===== src/rtl/uart_bus_bridge.sv =====
// Bus master that polls the UART register port, feeding SEND from a transmit
// stream and draining RECV into a small RX FIFO with a valid/ready output.
module uart_bus_bridge #(
  parameter int RX_DEPTH   = 4,
  parameter int TX_HOLDOFF = 8
) (
  input  logic                      clk_bus,
  input  logic                      rst,
  input  logic                      enable,
  output logic [3:0]                bus_address,
  output logic                      bus_read,
  output logic                      bus_write,
  output logic [31:0]               bus_wdata,
  input  logic [31:0]               bus_rdata,
  input  logic [7:0]                tx_data,
  input  logic                      tx_valid,
  output logic                      tx_ready,
  output logic [7:0]                rx_data,
  output logic                      rx_valid,
  input  logic                      rx_ready,
  output logic [$clog2(RX_DEPTH):0] rx_count
);

  localparam int PW = $clog2(RX_DEPTH);
  localparam int CW = PW + 1;
  localparam int HW = $clog2(TX_HOLDOFF + 2);

  localparam logic [3:0] ADDR_RECV   = 4'h4;
  localparam logic [3:0] ADDR_SEND   = 4'h8;
  localparam logic [3:0] ADDR_STATUS = 4'hC;

  typedef enum logic [1:0] {IDLE, POLL, RD_RX, WR_TX} state_t;

  state_t          state, state_nxt;
  logic [HW-1:0]   holdoff;
  logic            last_rx;
  logic [7:0]      mem [RX_DEPTH];
  logic [PW-1:0]   wr_ptr, rd_ptr;
  logic            rx_ok, tx_ok, push, pop;
  logic            unused_rdata;

  assign unused_rdata = ^bus_rdata[31:8];

  assign rx_ok = bus_rdata[1] && (rx_count < CW'(RX_DEPTH));
  assign tx_ok = bus_rdata[0] && (holdoff == '0) && tx_valid;

  // When both sides are eligible, serve whichever was not served last.
  always_comb begin
    // NOTE: every combinational output gets a default first so no path can infer a latch.
    state_nxt = state;
    case (state)
      IDLE:    if (enable) state_nxt = POLL;
      POLL: begin
        if (rx_ok && (!tx_ok || !last_rx)) state_nxt = RD_RX;
        else if (tx_ok)                    state_nxt = WR_TX;
        else if (!enable)                  state_nxt = IDLE;
      end
      RD_RX,
      WR_TX:   state_nxt = enable ? POLL : IDLE;
      default: state_nxt = IDLE;
    endcase
  end

  always_comb begin
    bus_address = '0;
    bus_read    = 1'b0;
    bus_write   = 1'b0;
    bus_wdata   = '0;
    tx_ready    = 1'b0;
    case (state)
      POLL: begin
        bus_read    = 1'b1;
        bus_address = ADDR_STATUS;
      end
      RD_RX: begin
        bus_read    = 1'b1;
        bus_address = ADDR_RECV;
      end
      WR_TX: begin
        bus_write   = 1'b1;
        bus_address = ADDR_SEND;
        bus_wdata   = {24'b0, tx_data};
        tx_ready    = 1'b1;
      end
      default: ;
    endcase
  end

  // NOTE: sequential state uses non-blocking assignments so every register samples pre-edge values.
  always_ff @(posedge clk_bus or posedge rst) begin
    if (rst) begin
      state   <= IDLE;
      holdoff <= '0;
      last_rx <= 1'b0;
    end else begin
      state <= state_nxt;
      if (state == WR_TX)      holdoff <= HW'(TX_HOLDOFF);
      else if (holdoff != '0)  holdoff <= holdoff - 1'b1;
      if (state == RD_RX)      last_rx <= 1'b1;
      else if (state == WR_TX) last_rx <= 1'b0;
    end
  end

  assign push     = (state == RD_RX);
  assign pop      = rx_valid && rx_ready;
  assign rx_valid = (rx_count != '0);
  assign rx_data  = rx_valid ? mem[rd_ptr] : 8'h00;

  // NOTE: the storage array is not reset; rx_data is masked while empty instead.
  always_ff @(posedge clk_bus) begin
    if (push) mem[wr_ptr] <= bus_rdata[7:0];
  end

  always_ff @(posedge clk_bus or posedge rst) begin
    if (rst) begin
      wr_ptr   <= '0;
      rd_ptr   <= '0;
      rx_count <= '0;
    end else begin
      if (push) wr_ptr <= wr_ptr + 1'b1;
      if (pop)  rd_ptr <= rd_ptr + 1'b1;
      case ({push, pop})
        2'b10:   rx_count <= rx_count + 1'b1;
        2'b01:   rx_count <= rx_count - 1'b1;
        default: ;
      endcase
    end
  end

endmodule


===== config.mk =====
export PLATFORM = sky130hd
export DESIGN_NAME = uart_bus_bridge
export DESIGN_NICKNAME = d
export VERILOG_FILES = /design/src/rtl/uart_bus_bridge.sv
export SDC_FILE = /design/constraint.sdc
export NUM_CORES = 1
export LEC_CHECK = 0
export ABC_CLOCK_PERIOD_IN_PS = 1910
export BUFFER_PORTS_ARGS = -buffer_cell sky130_fd_sc_hd__buf_4
export CAP_MARGIN = 20
export CORE_ASPECT_RATIO = 0.5
export CORE_MARGIN = 2
export CORE_UTILIZATION = 43
export DETAILED_ROUTE_END_ITERATION = 12
export PLACE_DENSITY_LB_ADDON = 0.25
export SETUP_SLACK_MARGIN = 0.02
export SYNTH_ARGS = -nofsm -noshare
export SYNTH_HDL_FRONTEND = slang
export SYNTH_SLANG_ARGS = --single-unit

===== constraint.sdc =====
create_clock -name clk_bus -period 1.91 [get_ports clk_bus]
set_input_delay 0.0955 -clock clk_bus [delete_from_list [all_inputs] [get_ports clk_bus]]
set_output_delay 0.0955 -clock clk_bus [all_outputs]
set_load 0.02 [all_outputs]

==> results of run 1 <==
-- final timing paths --
kind                                to  slack [ns]  depth (start not counted)
setup / recovery           rx_count[2]        0.06                          8
hold / removal                state[1]        0.10                          3
setup reg to reg           rx_count[2]        0.06                          8
hold reg to reg            rx_count[2]        0.50                          1
max in group asynchronous  rx_count[0]        1.13                          3
min in group asynchronous   holdoff[3]        0.39                          3
-- cells by family (layout without fill, tap and decap cells) --
logic type | Yosys count | count (layout) | synth area share
flops | 46 | 46 | 0.566
mux | 9 | 9 | 0.0826
other cells | 1 | 26 | 0.00162
xor+xnor | 7 | 7 | 0.0265
buf+inv | 47 | 79 | 0.123
fa+ha+maj | 11 | 11 | 0.0626
simple gates | 41 | 41 | 0.100
compound gates | 14 | 14 | 0.0378
-- power groups by stage --
stage / Clock, mW / Combinational, mW / Sequential [mW]
2_1_floorplan: 0 / 1.40 / 1.43
3_3_place_gp: 0 / 1.89 / 1.47
3_5_place_dp: 0 / 1.93 / 1.49
4_1_cts: 0.597 / 1.95 / 1.47
5_1_grt: 0.630 / 2.13 / 1.50
6_report: 0.582 / 1.95 / 1.47
-- state kept, by name, indices dropped and copies added, names as in the netlist --
register,flops
mem,32
rx_count,3
last_rx,1
wr_ptr,2
state,2
rd_ptr,2
holdoff,4
-- cells in the mapped netlist, types with 2 or more instances --
cell type / n
edfxtp_1: 32
buf_4: 28
and2_1: 21
dfrtp_1: 14
inv_1: 13
ha_1: 10
mux4_2: 8
nand2_1: 5
nor2_1: 5
o21ai_0: 5
clkbuf_1: 4
xor2_1: 4
a21oi_1: 3
nand2b_1: 3
xnor2_1: 3
buf_2: 2
or3_1: 2
-- cell type report --
class	instances	area, um2
repair buffers	58	470
inverters	13	48.8
clock inverters	2	13.8
fillers	413	2220
well taps	70	87.6
flip-flops and latches	46	1320
multi-input cells	108	841
clock buffers	6	72.6
-- cells in the final DEF, fill, tap and decap left out, drive strengths merged, types with 2 or more instances in the layout --
cell type / count
a21oi: 3
and2: 21
buf: 49
clkbuf: 6
clkinv: 2
conb: 26
dfrtp: 14
dlygate4sd3: 9
edfxtp: 32
ha: 10
inv: 13
mux4: 8
nand2: 5
nand2b: 3
nor2: 5
o21ai: 6
or3: 2
xnor2: 3
xor2: 4
-- layer usage --
layer  global-route usage  routed length, um  vias up
li1                     -                  -      665
met1                0.150               1530      657
met2                0.229               1850       63
met3               0.0351                243        8
met4               0.0623                 66        0
met5                    0                  0        -
-- through the flow --
step,util,hold slack [ns],std cells,setup TNS [ns],worst slack (ns)
floorplan,-,-0.0154,201,-0.115,-0.0676
global placement,0.524,0.188,285,0,0.0660
detailed placement,0.524,0.181,285,0,0.0474
CTS,0.559,0.0963,302,0,0.0367
global route,0.562,0.123,303,-0.0112,-0.0112
finish,0.562,0.104,303,0,0.0614
-- worst max-delay path: stages (launching register included) --
cell and delay [ns]:
dfrtp_2 0.44, or3_4 0.40, and2_4 0.17, ha_4 0.16
inv_2 0.05, fa_2 0.19, xor2_1 0.13, nor2_1 0.07
xor2_1 0.14
-- what timing repair did --
action	in CTS	in global routing
buffers inserted	0	1
endpoints found under the setup margin	2	3
gates resized for setup	1	3
endpoints found under the hold margin	45	0
hold buffers	9	0
==> metrics.md, run 1 <==
| Metric | Value |
|---|---|
| Max Buffers Root-to-Sink | `2` |
| CTS tree | `yes` |
| Status | `complete, no violations` |
| Die H | `55.9 um` |
| NetSw | `1.50 mW` |
| H-tree depth | `2` |
| Root Buffer | `clkbuf_8` |
| Die X | `108 um` |
| DIE AREA | `0.00603 mm2` |
| Top-area cell type share of the netlist area | `0.415` |
| Drt initial violations | `32` |
| Max Slew Vio Count | `0` |
| Slew Limit Headroom | `0.640` |
| P per Cell Area | `1400 mW/mm2` |
| DP HPWL | `2.61 mm` |
| Internal | `2.50 mW` |
| Largest net degree at the start of global routing | `18` |
| Final critical-path share of the clock period | `0.968` |
| Share of layout cells above drive strength 1 | `0.318` |
| GRT overflow | `0` |
| Synth cell types | `31` |
| Sequential element share of the synthesized area | `0.566` |
| Leak | `1.21 nW` |
| Clock skew | `0.00449 ns` |
| Vias per Instance | `4.60` |
| Num CTS Buffers | `5` |
| Via count | `1393` |
| Sw Ratio | `0.376` |
| Maxcap violations | `0` |
| Hold Path Class | `primary input to flop` |
| Syn Inst Count | `176` |
| RSZ-0062 raised after global routing | `true` |
| First-pass GRT wire length | `5.95 mm` |
| Mapped Area | `0.00232 mm2` |
| Count of state elements after synthesis | `46` |
| Clk sink count | `46` |
| Routed Wire Length | `3.69 mm` |
| WL/cell | `12.2 um` |
| Fmax | `541 MHz` |
| Sequential share of power | `0.366` |
| Synth warnings | `0` |
| Cell Area, Placed | `0.00266 mm2` |
| DRC | `0` |
| Ports | `96` |
| Post-route minimum period | `1.85 ns` |
| Initial antenna violation count | `0` |
| Core area | `0.00507 mm2` |
| Worst Tran Pin Value | `0.540 ns` |
| # setup viols final | `0` |
| Synth area leaders | `edfxtp_1 (41%), dfrtp_1 (15%), buf_4 (9.1%), mux4_2 (7.8%), and2_1 (5.7%)` |
| Final Hold Vio Count | `0` |
| Largest area contributor in the synthesized netlist | `edfxtp_1` |
| Ys flop type | `edfxtp_1` |
| CP required | `2.10 ns` |
| Post-synthesis async set-or-reset flop share | `0.304` |
| Clock power share | `0.145` |
| Critical path arrival | `2.03 ns` |
| Max IR drop VDD | `0.935 mV` |
| CP Class | `flop to flop` |
| Critical Path Sink Type | `flop` |
| TritonRoute pass-1 iters | `4` |
| Initial Util | `0.457` |
| Antenna diodes | `0` |
| Rows | `18` |
| Vias in the first global route | `1309` |
| Post-synth EDFFs | `32` |
| Final instance area | `0.00285 mm2` |
| Latest clock arrival within the worst-skew pair | `0.30 ns` |
| Gr usage total | `0.131` |
| Max FO, Critical Path | `4` |
| RePlAce Congestion | `0.749` |
| Hold Path Origin | `enable` |
| Layout Nets | `288` |
| Post-route ant nets | `0` |
| Clk slew on worst S/H paths | `0.08 ns` |
| Synthesized area per cell | `13.2 um2` |
| Total power | `4.00 mW` |
| Critical Path Start | `rx_count[0]` |
| Synth-to-Final Area Change | `22.9%` |
| CP Launch Type | `flop` |
| Worst R2R Start | `rx_count[0]` |
| IO buf count | `45` |
| Combinational power share | `0.488` |
No activity file was read; power rests on OpenSTA's default activity.
==> run 2: changes to the inputs <==
- CORE_UTILIZATION: 43 -> 40
==> run 2 against run 1 <==
  * Clock power rose by 41%
  * Via count shrank 2.5%
  * Largest cell class unchanged
  * Die area grew 7.1%
  * Routed wire length rose by 0.95%
  * Clock skew about the same
  * Fmax rose by 1.5%
  * Critical path depth did not move
  * Sequential share of layout area grew 0.16 points
  * Clock-buffer cell count did not move
  * First-iteration DRC count fell by 16%
  * Final cell count down 0.99%
==> metrics.md, run 2 (synthesis results as in run 1) <==
| Metric | Value |
|---|---|
| Status | `complete, no violations (unchanged)` |
| Rows | `19 (was 18)` |
| Via count | `1358 (was 1393)` |
| Final critical-path share of the clock period | `0.953 (was 0.968)` |
| Critical path arrival | `1.98 ns (was 2.03 ns)` |
| Leak | `1.21 nW (about the same)` |
| Latest clock arrival within the worst-skew pair | `0.28 ns (was 0.30 ns)` |
| CP cell instances | `or3_1, and2_4, ha_4, inv_2, fa_2, xor2_1, nor2_1, xor2_1 (was or3_4, and2_4, ha_4, inv_2, fa_2, xor2_1, nor2_1, xor2_1)` |
| Clock power share | `0.193 (was 0.145)` |
| Buffer and inverter count on the worst path | `1 (unchanged)` |
| Initial antenna violation count | `0 (unchanged)` |
| Cell repeated most along the worst path | `xor2_1 (unchanged)` |
| Clk sink count | `46 (unchanged)` |
| Post-route ant nets | `0 (unchanged)` |
| Final Hold Vio Count | `0 (unchanged)` |
| Combinational power share | `0.465 (was 0.488)` |
| Max FO, Critical Path | `3 (was 4)` |
| Clock skew | `0.00459 ns (was 0.00449 ns)` |
| Largest Register | `mem (unchanged)` |
| Clk slew on worst S/H paths | `0.06 ns (was 0.08 ns)` |
| IO buf count | `45 (unchanged)` |
| Core area | `0.00554 mm2 (was 0.00507 mm2)` |
| Fillers | `479 (was 413)` |
| Max Slew Vio Count | `0 (unchanged)` |
| WL/cell | `12.4 um (was 12.2 um)` |
| Hold Path Class | `primary input to flop (unchanged)` |
| CP required | `2.07 ns (was 2.10 ns)` |
| Cell family with most CP delay | `simple AND/OR/NAND/NOR gates (unchanged)` |
| P per Cell Area | `1490 mW/mm2 (was 1400 mW/mm2)` |
| Die H | `57.8 um (was 55.9 um)` |
| Vias in the first global route | `1306 (was 1309)` |
| Max reg flops | `32 (unchanged)` |
| Antenna diodes | `0 (unchanged)` |
| Sequential share of power | `0.341 (was 0.366)` |
| Drt initial violations | `27 (was 32)` |
| CP Launch Type | `flop (unchanged)` |
| Post-route minimum period | `1.82 ns (was 1.85 ns)` |
| DIE AREA | `0.00646 mm2 (was 0.00603 mm2)` |
| Synth-to-Final Area Change | `22.5% (was 22.9%)` |
| Worst Tran Pin Value | `0.562 ns (was 0.540 ns)` |
| Non-filler cells, final | `300 (was 303)` |
| Slew Limit Headroom | `0.625 (was 0.640)` |
| Layout Nets | `282 (was 288)` |
| First-pass GRT wire length | `6.00 mm (was 5.95 mm)` |
| RSZ-0062 raised after global routing | `true (unchanged)` |
| H-tree depth | `2 (unchanged)` |
| Commonest non-fill, non-tap cell in the layout | `buf_4 (unchanged)` |
| Ports | `96 (unchanged)` |
| Max Buffers Root-to-Sink | `2 (unchanged)` |
| Fmax | `549 MHz (was 541 MHz)` |
| GRT overflow | `0 (unchanged)` |
| Gr usage total | `0.120 (was 0.131)` |
| Max IR drop VDD | `0.624 mV (was 0.935 mV)` |
| Routed Wire Length | `3.73 mm (was 3.69 mm)` |
| Num CTS Buffers | `5 (unchanged)` |
| Share of layout cells above drive strength 1 | `0.326 (was 0.318)` |
| NetSw | `1.51 mW (was 1.50 mW)` |
| CP Class | `flop to flop (unchanged)` |
| Crit-path slowest cell | `dfrtp_2 (unchanged)` |
| Root Buffer | `clkbuf_16 (was clkbuf_8)` |
| Die X | `112 um (was 108 um)` |
| Critical Path Sink Type | `flop (unchanged)` |
| CP peak stage delay | `0.40 ns (was 0.44 ns)` |
| CTS tree | `yes (unchanged)` |
| Placed Cells | `289 (was 285)` |
| RePlAce Congestion | `0.714 (was 0.749)` |
| TritonRoute pass-1 iters | `4 (unchanged)` |
| Top Registers | `mem x32, holdoff x4, rx_count x3 (unchanged)` |
| Finished Core Util | `0.513 (was 0.562)` |
| Largest net degree at the start of global routing | `18 (unchanged)` |
| Internal | `2.73 mW (was 2.50 mW)` |
| DRC | `0 (unchanged)` |
| Sw Ratio | `0.356 (was 0.376)` |
| Vias per Instance | `4.53 (was 4.60)` |
| Initial Util | `0.418 (was 0.457)` |
| Maxcap violations | `0 (unchanged)` |
| DP HPWL | `2.71 mm (was 2.61 mm)` |
| Most frequent cells in the layout | `buf_4 (50), edfxtp_1 (32), conb_1 (26), and2_1 (20), inv_1 (12) (was buf_4 (48), edfxtp_1 (32), conb_1 (26), and2_1 (20))` |
| # setup viols final | `0 (unchanged)` |
-- run 2: changes by cell type in the layout (fill, tap and decap cells not counted) --
cell           previous run  this run
clkbuf_8                  5         0
buf_4                    48        50
inv_2                     2         1
inv_1                    11        12
or3_4                     1         0
clkbuf_16                 0         5
dlygate4sd3_1             9         1
or3_1                     1         2
-- run 2: layout make-up --
class | instances | area (um2) | area share
multi-input combinational | 108 | 836 | 0.294
sequential | 46 | 1320 | 0.463
tap | 73 | 91.3 | 0.0322
timing repair buffer | 52 | 405 | 0.143
clock inverter | 2 | 13.8 | 0.00485
inverter | 13 | 48.8 | 0.0172
clock buffer | 6 | 129 | 0.0454
-- run 2: path summary, 6_finish.rpt --
kind                              startpoint          end  slack (ns)  cells after the start
worst max-delay path             rx_count[0]  rx_count[2]        0.09                      8
worst min-delay path            bus_rdata[6]    mem[3][6]        0.01                      1
worst max register to register   rx_count[0]  rx_count[2]        0.09                      8
worst min register to register   rx_count[2]  rx_count[2]        0.49                      1
max in group asynchronous                rst  rx_count[2]        1.07                      3
min in group asynchronous                rst   holdoff[1]        0.44                      3
-- run 2: routing by layer --
metal  share of wire  GRT usage  vias to the layer above  wire length, um
li1                -          -                      651                -
met1            0.41      0.141                      649             1550
met2            0.52      0.224                       54             1950
met3           0.057     0.0262                        4              213
met4          0.0059     0.0423                        0               22
met5               0          0                        -                0
-- run 2: through the flow --
| stage | setup slack (ns) | hold WS [ns] | power (mW) | instance area (um2) | TNS (ns) |
|---|---|---|---|---|---|
| after floorplan | -0.0676 | -0.0154 | 2.83 | 2440 | -0.115 |
| after global placement | 0.0903 | 0.186 | 3.37 | 2670 | 0 |
| after detailed placement | 0.0553 | 0.185 | 3.42 | 2670 | 0 |
| after CTS | 0.0395 | 0.00844 | 4.25 | 2820 | 0 |
| after global routing | 0.000282 | 0.00838 | 4.53 | 2840 | 0 |
| final | 0.0894 | 0.0139 | 4.24 | 2840 | 0 |
-- run 2: what timing repair did --
action	4_1_cts	5_1_grt
setup buffers	0	2
endpoints found under the hold margin	14	0
gates resized for setup	0	2
endpoints found under the setup margin	0	4
hold buffers	1	0
-- run 2: power groups by stage --
stage / Clock, mW / Combinational (mW) / Sequential, mW
2_1_floorplan: 0 / 1.40 / 1.43
3_3_place_gp: 0 / 1.91 / 1.47
3_5_place_dp: 0 / 1.94 / 1.48
4_1_cts: 0.837 / 1.96 / 1.46
5_1_grt: 0.883 / 2.17 / 1.47
6_report: 0.820 / 1.97 / 1.45
